==> config.mk <==
export PLATFORM = sky130hd
export DESIGN_NAME = bist_ctrl
export DESIGN_NICKNAME = d
export VERILOG_FILES = /design/src/rtl/bist_pkg.sv /design/src/rtl/bist_lfsr.sv /design/src/rtl/bist_ctrl.sv
export SDC_FILE = /design/constraint.sdc
export NUM_CORES = 1
export LEC_CHECK = 0
export CORE_MARGIN = 4
export CORE_UTILIZATION = 49
export CTS_BUF_LIST = sky130_fd_sc_hd__clkbuf_8
export DETAILED_ROUTE_END_ITERATION = 10
export GPL_TIMING_DRIVEN = 0
export PLACE_DENSITY_LB_ADDON = 0.05
export SYNTH_ARGS = -nofsm -noshare
export SYNTH_HDL_FRONTEND = slang
export SYNTH_SLANG_ARGS = --single-unit
==> constraint.sdc <==
create_clock -name CLK -period 1.35 [get_ports CLK]
set_input_delay 0.2025 -clock CLK [delete_from_list [all_inputs] [get_ports CLK]]
set_output_delay 0.2025 -clock CLK [all_outputs]
set_load 0.03 [all_outputs]
==> src/rtl/bist_pkg.sv <==
// Shared BIST definitions: FSM state codes, LFSR/signature widths, LFSR taps and default seed.
package bist_pkg;

    localparam int unsigned LFSR_W = 8;
    localparam int unsigned SIG_W  = 12;

    localparam logic [LFSR_W-1:0] DEFAULT_SEED = 8'hFF;
    // Feedback taps at bits 7, 5, 4 and 3.
    localparam logic [LFSR_W-1:0] LFSR_TAPS    = 8'b1011_1000;

    typedef logic [2:0] bist_state_t;

    localparam bist_state_t StIdle = 3'd0;
    localparam bist_state_t StInit = 3'd1;
    localparam bist_state_t StRun  = 3'd2;
    localparam bist_state_t StHold = 3'd3;
    localparam bist_state_t StCmp  = 3'd4;
    localparam bist_state_t StDone = 3'd5;

    function automatic logic [LFSR_W-1:0] lfsr_step(input logic [LFSR_W-1:0] cur);
        return {cur[LFSR_W-2:0], ^(cur & LFSR_TAPS)};
    endfunction

endpackage

==> src/rtl/bist_lfsr.sv <==
// 8-bit Fibonacci LFSR pattern generator with synchronous load of the seed.
module bist_lfsr
    import bist_pkg::*;
(
    input  logic              CLK,
    input  logic              RST,
    input  logic              load,
    input  logic              enable,
    input  logic [LFSR_W-1:0] seed,
    output logic [LFSR_W-1:0] q
);

    always_ff @(posedge CLK) begin
        if (!RST) begin
            q <= seed;
        end else if (load) begin
            q <= seed;
        end else if (enable) begin
            q <= lfsr_step(q);
        end
    end

endmodule

==> src/rtl/bist_ctrl.sv <==
// BIST controller: sequences LFSR patterns into the CUT, then compares the MISR signature.
// Optional signature capture output sig_q enabled by defining BIST_SIG_CAPTURE_EN.
module bist_ctrl
    import bist_pkg::*;
#(
    parameter int unsigned       N_PAT  = 255,
    parameter logic [SIG_W-1:0]  GOLDEN = 12'h000,
    parameter logic [LFSR_W-1:0] SEED   = DEFAULT_SEED
) (
    input  logic              CLK,
    input  logic              RST,
    input  logic              start,
    input  logic [SIG_W-1:0]  hf,
    output logic [LFSR_W-1:0] pattern,
    output logic              misr_rst,
    output logic              bist_end,
    output logic              bist_done,
    output logic              bist_pass
`ifdef BIST_SIG_CAPTURE_EN
    ,
    output logic [SIG_W-1:0]  sig_q
`endif
);

    if (N_PAT < 1 || N_PAT > 65535) begin : g_bad_npat
        $error("bist_ctrl: N_PAT must be in 1..65535");
    end
    if (SEED == '0) begin : g_bad_seed
        $error("bist_ctrl: SEED must be non-zero");
    end

    localparam logic [15:0] LAST_IDX = 16'(N_PAT - 1);

    bist_state_t state_q, state_d;
    logic [15:0] cnt_q, cnt_d;
    logic        lfsr_load, lfsr_en;
    logic        done_d, pass_d;

    always_comb begin
        state_d = state_q;
        case (state_q)
            StIdle:  if (start) state_d = StInit;
            StInit:  state_d = StRun;
            StRun:   if (cnt_q == LAST_IDX) state_d = StHold;
            StHold:  state_d = StCmp;
            StCmp:   state_d = StDone;
            StDone:  if (!start) state_d = StIdle;
            default: state_d = StIdle;
        endcase
    end

    // Counter indexes the pattern currently presented in RUN; zero on the first RUN cycle.
    always_comb begin
        cnt_d = cnt_q;
        if (state_q == StRun) begin
            cnt_d = cnt_q + 16'd1;
        end else if (state_q == StIdle || state_q == StInit) begin
            cnt_d = '0;
        end
    end

    // Pattern shows SEED while idle/initialising and freezes once the run leaves RUN.
    assign lfsr_load = (state_d == StIdle) || (state_d == StInit);
    assign lfsr_en   = (state_q == StRun) && (state_d == StRun);

    always_comb begin
        done_d = bist_done;
        pass_d = bist_pass;
        if (state_q == StCmp) begin
            done_d = 1'b1;
            pass_d = (hf == GOLDEN);
        end else if (state_d == StInit) begin
            done_d = 1'b0;
            pass_d = 1'b0;
        end else if (state_d == StIdle) begin
            done_d = 1'b0;
        end
    end

    always_ff @(posedge CLK) begin
        if (!RST) begin
            state_q   <= StIdle;
            cnt_q     <= '0;
            misr_rst  <= 1'b1;
            bist_end  <= 1'b1;
            bist_done <= 1'b0;
            bist_pass <= 1'b0;
        end else begin
            state_q   <= state_d;
            cnt_q     <= cnt_d;
            misr_rst  <= (state_d == StInit);
            bist_end  <= (state_d != StRun);
            bist_done <= done_d;
            bist_pass <= pass_d;
        end
    end

`ifdef BIST_SIG_CAPTURE_EN
    // Captured signature survives later runs until the next compare overwrites it.
    always_ff @(posedge CLK) begin
        if (!RST) begin
            sig_q <= '0;
        end else if (state_q == StCmp) begin
            sig_q <= hf;
        end
    end
`endif

    bist_lfsr u_lfsr (
        .CLK    (CLK),
        .RST    (RST),
        .load   (lfsr_load),
        .enable (lfsr_en),
        .seed   (SEED),
        .q      (pattern)
    );

endmodule

==> out/results.ini <==
[power_and_ir_drop]
total_power_mw = 2.17
leakage_nw = 0.934
power_density_nw_per_um2 = 841
peakVddDrop_uv = 642

[clock_tree]
cts_tree = yes
cts_buffers = 5
clockBufferDepth = 2
postCtsHoldBufs = 0
cts_sinks = 31
clk_latency_ns = 0.29
clk_pin_slew_ns = 0.07
clock-root-buffer = clkbuf_8
htree_levels = 2

[finish]
final_nets = 262
n_antenna_cell = 0
fill_cells = 170
final_cell_mix = 18 x buf_4, 17 x buf_6, 17 x dfxtp_1, 13 x clkdlybuf4s50_1, 10 x dlygate4sd2_1
final_area_um2 = 2580
drive_above_1_share = 0.430
area.growth.synth_to_final_pct = 61.2
final_common_cell = buf_4

[critical_path]
path_class = reg -> reg
max_stage_delay_ns = 0.43
cp-end-kind = flop
rrSetupSlack_ns = -0.20
r2r-start = state_q[0]$_SDFF_PN0_
rr_worst_depth = 4
path_max_fanout = 5
crit_path_start_kind = flop
cp_top_family = simple AND/OR/NAND/NOR gates
crit_arrival_ns = 1.77
path_buf_inv = 1
worstReg2RegEnd = cnt_q[11]$_SDFFE_PN0P_
worstPathCellList = or3b_4 -> buf_6 -> or3_4 -> a21oi_2
crit_cells = 4
crit_path_top_delay_cell = or3b_4
cp.required_ns = 1.57

[die]
die_h_um = 65.1
fp-row-count = 20
core_area_um2 = 3080
initial_core_util = 0.520
io_pins = 27
die_area_um2 = 4240
die_width_um = 65.1

[synth]
yosys.area.top_type = dfxtp_1
synthCells = 185
synth_top_cell_area_share = 0.388
ys_ff_latch = 31
synth_flop_cell = dfxtp_1
synth-edff-count = 0
synth.yosys.seq_area_share = 0.388
yosys-top-cells-area = dfxtp_1 39%, mux2i_1 5.6%, nor3_1 4.4%, a21oi_1 3.8%, a31oi_1 2.7%
async_reset_ff_frac = 0
ys_types = 48
ys_warn_count = 0
netlist_area_um2 = 1600
synth_fp_nets = 202
syn_avg_cell_area_um2 = 8.65

[min_path]
hold_end = misr_rst$_SDFF_PN1_
hold_depth = 2
worstHoldStart = RST
worstHoldPathType = in -> reg

[global_routing]
grt_pass1_vias = 1713
grt_usage = 0.241
grt_pass1_wl_mm = 7.96
grt_antenna_before_repair = 0
grt_max_degree = 11
overflow = 0

[timing]
fin_crit_ns = 1.55
layout_setup_ws_ns = -0.202
max_slew_margin = 0.466
clock.fmax_mhz = 644
hold_violations = 0
fin_crit_sh = 1.15
rsz0062_at_grt = yes
slew_viol_final = 0
worst_slew_pin_slew_ns = 0.802
finalClockSkew_ns = 0.00830
finalSetupViolations = 28

[routing]
first_iter_violations = 189
num_vias = 1790
viasPerCell = 6.22
remaining_drc_errors = 0
wl_per_cell_um = 19.0
drt_pass1_iterations = 5
ant_nets = 0
routed_wl_mm = 5.49

[outcome]
violations = setup timing
outcome = finished, violations left

[run]
cap_viol_max_count = 0

[placed_design]
dpl-instance-area_um2 = 1970
io_buffer_count = 25
pre_cts_ws_ns = -0.345
place_hpwl_mm = 2.91
gp_congestion = 0.798

sequential cells by signal, indices dropped and copies added (netlist names):
signal,flops
cnt_q,16
bist_pass,1
bist_end,1
state_q,3
u_lfsr.q,8
misr_rst,1
bist_done,1
final cells by class:
type	count	area [um2]	area share
multi-input combinational	135	1140	0.444
sequential	31	651	0.252
timing repair buffer	55	518	0.201
buffer	12	114	0.0441
clock buffer	5	68.8	0.0267
tap	44	55.1	0.0213
inverter	5	25.0	0.00970
clock inverter	1	3.75	0.00145
layer usage:
layer  global-route usage  share of wire  vias up  wire, um
met3               0.0530          0.043       26       237
met2                0.410           0.51       74      2790
met4                0.111          0.034        0       188
li1                     -              -      820         -
met1                0.290           0.41      870      2270
met5                    0              0        -         0
worst register-to-register path: cells and delay by family, from the launching register on:
family | cells | cell delay, ns
AOI/OAI and AO/OA | 1 | 0.16
buffers and inverters | 1 | 0.15
DFF | 1 | 0.36
and+or+nand+nor | 2 | 0.81
logic make-up after synthesis:
group                    count (synthesis)  synth area share
multiplexers                             9            0.0563
adder cells (fa/ha/maj)                  2            0.0156
AND/OR/NAND/NOR                         75             0.276
flip-flops                              31             0.388
XOR/XNOR                                 4            0.0219
buffers and inverters                   19            0.0594
AO/OA/AOI/OAI                           45             0.183
worst max path at each step:
stage	from	to	slack [ns]
global placement	state_q[2]$_SDFF_PN0_	cnt_q[2]$_SDFFE_PN0P_	-0.27
CTS	state_q[0]$_SDFF_PN0_	cnt_q[11]$_SDFFE_PN0P_	-0.15
finish	state_q[0]$_SDFF_PN0_	cnt_q[11]$_SDFFE_PN0P_	-0.20
detailed placement	RST	u_lfsr.q[6]$_SDFFE_PP1P_	-0.34
global route	state_q[0]$_SDFF_PN0_	cnt_q[4]$_SDFFE_PN0P_	-0.21
floorplan	state_q[1]$_SDFF_PN0_	cnt_q[11]$_SDFFE_PN0P_	-0.07
power breakdown:
group / switching, mW / internal, mW / total, mW
Combinational: 0.268 / 0.267 / 0.535
Clock: 0.352 / 0.336 / 0.688
Sequential: 0.0175 / 0.930 / 0.947
Total: 0.637 / 1.53 / 2.17
synthesized netlist by cell type, types with 3 or more instances:
cell type  number
nand4_1         7
a21o_1          3
o21ai_0         8
a21oi_1        12
and4_1          3
xnor2_1         3
inv_1           4
clkbuf_1        6
nand3_1         4
a31oi_1         7
a311oi_1        3
nand2_1         9
dfxtp_1        31
nor2_1         10
mux2i_1         9
nor3_1         14
buf_2           4
and3_1          6
nor4_1          3
stage by stage:
stage	setup TNS, ns	hold slack [ns]	instances	util
4_1_cts	-1.62	0.365	272	0.744
2_1_floorplan	-0.133	0.401	185	-
3_3_place_gp	-4.88	0.442	254	0.639
3_5_place_dp	-6.10	0.487	254	0.639
5_1_grt	-4.13	0.300	288	0.838
6_report	-2.68	0.276	288	0.838
timing repair:
action | 4_1_cts | 5_1_grt
cloned | 1 | 1
setup buffers | 13 | 18
pin swaps | 16 | 17
hold endpoints to repair | 0 | 0
endpoints found under the setup margin | 39 | 29
resized for setup | 63 | 50
(Power assumes the default switching activity.)
